===== src/rtl/dca_matrix_load_row_streamer.sv =====
// Streams the rows of one strided row-load instruction from memory to the matrix load path.
// Credits (in-flight reads + buffered rows <= BUF_DEPTH) mean responses never need back-pressure.
module dca_matrix_load_row_streamer #(
    parameter int BW_TENSOR_ROW = 128,
    parameter int BW_ADDR       = 32,
    parameter int BW_NUM_ROW    = 5,
    parameter int BUF_DEPTH     = 4
) (
    input  logic                     clk,
    input  logic                     rstnn,
    input  logic                     clear,
    input  logic                     enable,
    output logic                     busy,
    output logic                     inst_wready,
    input  logic                     inst_wvalid,
    input  logic [BW_ADDR-1:0]       inst_base_addr,
    input  logic [BW_ADDR-1:0]       inst_stride,
    input  logic [BW_NUM_ROW-1:0]    inst_num_row,
    output logic                     mem_rreq_valid,
    input  logic                     mem_rreq_ready,
    output logic [BW_ADDR-1:0]       mem_rreq_addr,
    input  logic                     mem_rrsp_valid,
    input  logic [BW_TENSOR_ROW-1:0] mem_rrsp_data,
    input  logic                     load_tensor_row_wready,
    output logic                     load_tensor_row_wvalid,
    output logic                     load_tensor_row_wlast,
    output logic [BW_TENSOR_ROW-1:0] load_tensor_row_wdata
);

    localparam int PW = (BUF_DEPTH > 1) ? $clog2(BUF_DEPTH) : 1;
    localparam int CW = PW + 1;
    localparam logic [CW-1:0]         DEPTH_C = CW'(BUF_DEPTH);
    localparam logic [BW_NUM_ROW-1:0] ROW_ONE = BW_NUM_ROW'(1);

    typedef enum logic {ST_IDLE, ST_ACTIVE} state_t;

    state_t                   state_q, state_d;
    logic [BW_ADDR-1:0]       addr_q, stride_q;
    logic [BW_NUM_ROW-1:0]    num_q, req_cnt_q, out_cnt_q;
    logic [CW-1:0]            inflight_q, buf_cnt_q, discard_q;
    logic [PW-1:0]            wr_ptr_q, rd_ptr_q;
    logic [BW_TENSOR_ROW-1:0] row_buf_q [BUF_DEPTH];

    logic active, discarding, credit_ok;
    logic inst_fire, rreq_fire, beat_fire, rsp_push, rsp_drop;

    always_comb begin
        active     = (state_q == ST_ACTIVE);
        discarding = (discard_q != '0);
        credit_ok  = ({1'b0, inflight_q} + {1'b0, buf_cnt_q}) < {1'b0, DEPTH_C};
    end

    always_ff @(posedge clk or negedge rstnn) begin
        if (!rstnn) state_q <= ST_IDLE;
        else        state_q <= state_d;
    end

    always_comb begin
        state_d = state_q;
        if (clear) begin
            state_d = ST_IDLE;
        end else begin
            case (state_q)
                ST_IDLE:   if (inst_fire && inst_num_row != '0) state_d = ST_ACTIVE;
                ST_ACTIVE: if (beat_fire && load_tensor_row_wlast) state_d = ST_IDLE;
                default:   state_d = ST_IDLE;
            endcase
        end
    end

    always_comb begin
        inst_wready            = ~active & ~discarding;
        busy                   = active | discarding;
        mem_rreq_valid         = enable & active & (req_cnt_q < num_q) & credit_ok;
        mem_rreq_addr          = addr_q;
        load_tensor_row_wvalid = enable & (buf_cnt_q != '0);
        load_tensor_row_wlast  = active & (out_cnt_q == num_q - ROW_ONE);
        load_tensor_row_wdata  = row_buf_q[rd_ptr_q];
    end

    always_comb begin
        inst_fire = inst_wvalid & inst_wready & enable & ~clear;
        rreq_fire = mem_rreq_valid & mem_rreq_ready;
        beat_fire = load_tensor_row_wvalid & load_tensor_row_wready;
        rsp_drop  = mem_rrsp_valid & discarding;
        rsp_push  = mem_rrsp_valid & ~discarding & ~clear;
    end

    always_ff @(posedge clk or negedge rstnn) begin
        if (!rstnn) begin
            addr_q     <= '0;
            stride_q   <= '0;
            num_q      <= '0;
            req_cnt_q  <= '0;
            out_cnt_q  <= '0;
            inflight_q <= '0;
            buf_cnt_q  <= '0;
            discard_q  <= '0;
            wr_ptr_q   <= '0;
            rd_ptr_q   <= '0;
        end else if (clear) begin
            req_cnt_q  <= '0;
            out_cnt_q  <= '0;
            inflight_q <= '0;
            buf_cnt_q  <= '0;
            wr_ptr_q   <= '0;
            rd_ptr_q   <= '0;
            // Everything still owed by memory, including a read accepted this cycle, is dropped later.
            discard_q  <= discard_q + inflight_q + CW'(rreq_fire) - CW'(mem_rrsp_valid);
        end else begin
            if (inst_fire) begin
                addr_q    <= inst_base_addr;
                stride_q  <= inst_stride;
                num_q     <= inst_num_row;
                req_cnt_q <= '0;
                out_cnt_q <= '0;
            end
            if (rreq_fire) begin
                addr_q    <= addr_q + stride_q;
                req_cnt_q <= req_cnt_q + ROW_ONE;
            end
            if (rsp_drop)  discard_q <= discard_q - CW'(1);
            if (rsp_push)  wr_ptr_q  <= wr_ptr_q + PW'(1);
            if (beat_fire) begin
                rd_ptr_q  <= rd_ptr_q + PW'(1);
                out_cnt_q <= out_cnt_q + ROW_ONE;
            end
            inflight_q <= inflight_q + CW'(rreq_fire) - CW'(rsp_push);
            buf_cnt_q  <= buf_cnt_q + CW'(rsp_push) - CW'(beat_fire);
        end
    end

    always_ff @(posedge clk or negedge rstnn) begin
        if (!rstnn)        row_buf_q <= '{default: '0};
        else if (rsp_push) row_buf_q[wr_ptr_q] <= mem_rrsp_data;
    end

    rsp_no_overflow: assert property (@(posedge clk) disable iff (!rstnn)
        !(rsp_push && buf_cnt_q == DEPTH_C));

endmodule


===== config.mk =====
export PLATFORM = sky130hd
export DESIGN_NAME = dca_matrix_load_row_streamer
export DESIGN_NICKNAME = d
export VERILOG_FILES = /design/src/rtl/dca_matrix_load_row_streamer.sv
export SDC_FILE = /design/constraint.sdc
export NUM_CORES = 1
export LEC_CHECK = 0
export CAP_MARGIN = 20
export CORE_MARGIN = 3
export CORE_UTILIZATION = 40
export DETAILED_ROUTE_END_ITERATION = 10
export SYNTH_ARGS = -nofsm -noshare
export SYNTH_HDL_FRONTEND = slang
export SYNTH_SLANG_ARGS = --single-unit

===== constraint.sdc =====
create_clock -name clk -period 3.3 [get_ports clk]
set_input_delay 0.33 -clock clk [delete_from_list [all_inputs] [get_ports clk]]
set_output_delay 0.33 -clock clk [all_outputs]
set_load 0.01 [all_outputs]

## Yosys cells after proc, flatten, opt, wreduce, memory -nomap -nowiden

Index checks and enable logic that the tools add are counted.

| storage, ports and cells | value |
|---|---|
| output and inout port bits | 165 |
| bits of input ports | 205 |
| flip-flop bits (word level) | 605 |
| logic and storage cells | 95 |

| cells by class | value |
|---|---|
| bitwise gates (word level) | 20 |
| order comparisons | 5 |
| add/sub/neg operators | 15 |
| equal/unequal tests | 1 |
| reductions and logical operators | 14 |
| mux-type cells | 25 |

Operator list:

| cell | count |
|---|---|
| $bwmux 512 | 1 |
| $mux 128 | 3 |
| $bmux 128 s2 | 1 |
| $demux 128 s2 | 1 |
| $mux 32 | 2 |
| $add 32x32->32 | 1 |
| $mux 5 | 5 |
| $and 1x1->1 | 14 |
| $mux 3 | 4 |
| $reduce_bool 3->1 | 4 |
| $add 5x1->5 const B | 2 |
| $add 3x1->3 | 3 |
| $sub 3x1->3 | 3 |
| $mux 2 | 4 |
| $reduce_bool 2->1 | 4 |
| $ge 3x3->1 const B | 2 |
| $not 2->3 | 2 |
| $eq 5x5->1 | 1 |
| $lt 5x5->1 | 1 |
| $reduce_bool 5->1 | 1 |
| $sub 5x1->5 const B | 1 |
| $add 2x1->2 const B | 2 |
| $add 3x3->4 | 1 |
| $lt 4x3->1 const B | 1 |
| 9 further kinds | 16 |

## Logic depth before layout (Yosys ltp)

| logic depth | value |
|---|---|
| word-level depth | 10 |
| depth in mapped cells | 14 |
| gate-level depth less buffers | 12 |

## Worst setup path after synthesis

OpenSTA, ideal clock, no wires.

| path | value |
|---|---|
| path type | reg2reg |
| start point | register inflight_q[2] |
| end point | register inflight_q[2] |
| stages on the path, launching flop included | 14 |
| clock period less this slack | 2972 ps |
| path slack | 328 ps |
| data required time | 3169 ps |
| path buffers | 2 |
| arrival time | 2840 ps |
| library setup time | 131 ps |
| cells stage by stage | dfrtp_1 -> ha_1 -> nor4_1 -> nand4_1 -> a211o_1 -> buf_2 -> buf_1 -> ha_1 -> inv_1 -> ha_1 -> inv_1 -> fa_1 -> xnor2_1 -> nor2_1 |

| between the ends | value |
|---|---|
| word-level cells in the longest chain between the ends | 7 |

Ends and longest elaborated chain:

| what | RTL line | text |
|---|---|---|
| start: declaration | 40 | `logic [CW-1:0] inflight_q, buf_cnt_q, discard_q;` |
| start signal: assignment | 128 | `inflight_q <= inflight_q + CW'(rreq_fire) - CW'(rsp_push);` |
| $add 3x3->4 | 50 | `credit_ok = ({1'b0, inflight_q} + {1'b0, buf_cnt_q}) < {1'b0, DEPTH_C};` |
| $lt 4x3->1 | 50 |  |
| $and 1x1->1 | 74 | `mem_rreq_valid = enable & active & (req_cnt_q < num_q) & credit_ok;` |
| $and 1x1->1 | 83 | `rreq_fire = mem_rreq_valid & mem_rreq_ready;` |
| $add 3x1->3 (*) | 128 |  |
| $sub 3x1->3 (*) | 128 |  |
| $mux 3 (*) | 101 | `end else if (clear) begin` |

Every way passes the cells marked *; elsewhere a longest branch is shown, timed or not.
A chain may end at the register's enable or synchronous reset.

## Worst setup path in the final report

| path | value |
|---|---|
| start point | register num_q[0] |
| end point | output load_tensor_row_wlast |

| between the ends | value |
|---|---|
| word-level cells in the longest chain between the ends | 3 |

Ends and longest elaborated chain:

| what | RTL line | text |
|---|---|---|
| start: declaration | 39 | `logic [BW_NUM_ROW-1:0] num_q, req_cnt_q, out_cnt_q;` |
| start signal: assignment | 114 | `num_q <= inst_num_row;` |
| $sub 5x1->5 | 77 | `load_tensor_row_wlast = active & (out_cnt_q == num_q - ROW_ONE);` |
| $eq 5x5->1 | 77 |  |
| $and 1x1->1 | 77 |  |
| end: declaration | 26 | `output logic load_tensor_row_wlast,` |

No other way between the ends.

==> results.toml <==
[yosys]
yosysSeqAreaShare = 0.541
synthFlopType = "dfrtp_1"
syn_nets = 2211
yosysWarnings = 0
yosysMostFrequentCell = "dfrtp_1"
syn_area_sq_um = 28000
ys_types = 62
synth_edf_count = 0
synth_cells = 1949
syn_avg_cell_area_sq_um = 14.4
ys_ff_latch = 605
yosys-top-cells-count = "dfrtp_1, mux2_2, nand2_1"
async_flop_share = 1.00
netlist.area_leader.share = 0.541
yosysTopAreaCell = "dfrtp_1"
synth.area.top_cells = "dfrtp_1, mux2_2, mux4_2, ha_1, nand2_1"

[clock_tree]
clkSinkCount = 605
clk_pin_slew_worst_paths_ns = 0.06
cts_buffer_depth = 3
cts_made_buffers = 70
cts_setup_buffers = 0
clockRootBuffer = "clkbuf_16"
worstSkewPairLatency_ns = 0.59
htreeDepth = 3
cts_tree = "done"

[finish]
final_nets = 2600
drive_above_1_share = 0.347
fillers = 5848
final_area_sq_um = 35500
area_delta_synth_final_pct = 26.7

[sta]
hold_viol = 0
max_freq_mhz = 326
worst_pin_slew_ns = 0.914
maxSlewHeadroom = 0.391
finalCritPeriodShare = 0.929
setup_tns_ns = 0
rsz0062_at_grt = "false"
finalSetupViolations = 0
period_needed_ns = 3.07
drv_slew = 0
fin_skew_ns = 0.0166

[worst_setup_path]
cp_max_fo = 4
cp.required_ns = 2.97
path_class = "reg -> out"
r2r_cells = 8
cp-start-kind = "flip-flop"
arrival_ns = 2.74
end_kind = "output pin"

[drt]
highest_layer = "met5"
wl_per_cell_um = 21.4
via_per_inst = 5.32
drt_iter0_drc = 989
wl_met1_mm = 31.2
vias = 17700
drc = 0
wl_met2_mm = 34.7
ant_nets = 0
drt_first_pass_iters = 5
wl_mm = 71.2
wl_met3_mm = 3.51

[power]
leakage_nw = 16.4
powerDensity_nw_per_um2 = 821
ir_worst_vdd_uv = 428

[placement]
placedInstanceArea_sq_um = 33100
routabilityCongestion = 0.866
numPortBuffers = 369
dpl.hpwl_mm = 48.1

[floorplanning]
dieArea_sq_um = 73200
core_sq_um = 68900
io-pin-count = 370
fp.dieH_um = 271
rows = 96
initial_utilization = 0.406
die_w_um = 271

[grt]
antenna_found_initial = 9
track_usage = 0.195
grt_max_degree = 97
grt_pass1_vias = 19200
grt_first_pass_wirelength_mm = 112
grt-ovfl-total = 0

[min_path]
hold_depth = 3
hold_class = "in -> reg"

[flow_run]
drv_cap = 0

[run_status]
outcome = "finished, final reports clean"
-- cells by family (layout without fill, tap and decap cells) --
kind of cell,after synthesis,after routing,synth area share
AOI/OAI and AO/OA,191,191,0.0444
xor gates and xnor gates,45,45,0.0141
adders and majority gates,57,57,0.0268
buffers and inverters,150,590,0.0235
DFF,605,605,0.541
muxes,648,648,0.312
other,0,6,0
and+or+nand+nor,253,253,0.0387
-- sequential cells by signal, summed over array words and instances (netlist names) --
| signal | flops |
|---|---|
| inflight_q | 3 |
| discard_q | 3 |
| out_cnt_q | 5 |
| buf_cnt_q | 3 |
| wr_ptr_q | 2 |
| stride_q | 32 |
| mem_rreq_addr | 32 |
| num_q | 5 |
| row_buf_q | 512 |
| req_cnt_q | 5 |
| active | 1 |
| rd_ptr_q | 2 |
-- cell usage in the layout, fill, tap and decap left out, types with 6 or more instances in the layout --
| master | count |
|---|---|
| dfrtp_1 | 603 |
| mux2_2 | 512 |
| clkdlybuf4s50_1 | 368 |
| nand2_1 | 153 |
| mux4_2 | 128 |
| clkbuf_16 | 72 |
| ha_1 | 52 |
| o21ai_0 | 51 |
| a21oi_1 | 47 |
| buf_4 | 41 |
| nor2_1 | 36 |
| inv_1 | 34 |
| xnor2_1 | 27 |
| buf_12 | 21 |
| xor2_1 | 18 |
| clkbuf_1 | 18 |
| clkbuf_8 | 15 |
| nand3_1 | 12 |
| a211oi_1 | 11 |
| a21o_1 | 11 |
| o21ai_1 | 10 |
| and3_1 | 8 |
| nor3_1 | 8 |
| o21a_1 | 8 |
| mux2i_1 | 8 |
| clkinv_2 | 8 |
| nor2b_1 | 7 |
| a22oi_1 | 7 |
| diode_2 | 6 |
-- worst paths after layout --
path	startpoint	to	slack, ns
max	num_q[0]$_DFFE_PN0P_	load_tensor_row_wlast	0.23
min	inst_stride[3]	stride_q[3]$_DFFE_PN0P_	0.27
max reg2reg	mem_rreq_addr[13]$_DFFE_PN0P_	mem_rreq_addr[31]$_DFFE_PN0P_	0.50
min reg2reg	stride_q[2]$_DFFE_PN0P_	stride_q[2]$_DFFE_PN0P_	0.48
max in group asynchronous	rstnn	mem_rreq_addr[24]$_DFFE_PN0P_	1.81
min in group asynchronous	rstnn	row_buf_q[266]$_DFFE_PN0P_	0.34
-- per-stage QoR --
stage | std cells | util | hold slack [ns] | total power, mW | worst slack [ns]
after floorplan | 1949 | - | 0.0344 | 16.8 | 0.328
after global placement | 3196 | 0.480 | 0.436 | 21.2 | 0.534
after detailed placement | 3196 | 0.480 | 0.438 | 21.5 | 0.538
after CTS | 3320 | 0.514 | 0.226 | 29.5 | 0.0654
after global routing | 3324 | 0.514 | 0.264 | 30.8 | 0.0556
final | 3326 | 0.514 | 0.268 | 29.1 | 0.234
-- routing by layer --
| metal | GRT usage | vias to the layer above |
|---|---|---|
| met3 | 0.0396 | 113 |
| met4 | 0.0603 | 6 |
| li1 | - | 7927 |
| met2 | 0.321 | 430 |
| met5 | 0 | - |
| met1 | 0.262 | 9205 |
-- critical path, stage by stage (launching register included) --
cell	delay [ns]
dfrtp_1	0.40
inv_1	0.07
ha_1	0.30
xor2_1	0.20
o211ai_1	0.13
a2111oi_2	0.43
clkdlybuf4s50_1	0.62
-- area by class of cell --
class	instances	area, sq um	area share
antenna	6	15.0	0.000423
clock buffer	105	2080	0.0585
clock inverter	18	253	0.00713
inverter	35	131	0.00370
multi-input combinational	1194	12200	0.345
sequential	605	15100	0.427
tap	931	1160	0.0328
timing repair buffer	432	4440	0.125
-- timing repair --
action,4_1_cts,5_1_grt
endpoints found under the hold margin,78,0
gates resized for setup,1,1
endpoints found under the setup margin,1,1
hold buffers,1,0
-- power by group --
group	internal, mW	switching, mW
logic	5.92	4.67
registers	9.54	1.21
clock network	4.75	3.05
total	20.2	8.92
Note: power is estimated with default switching activity, not from simulation.
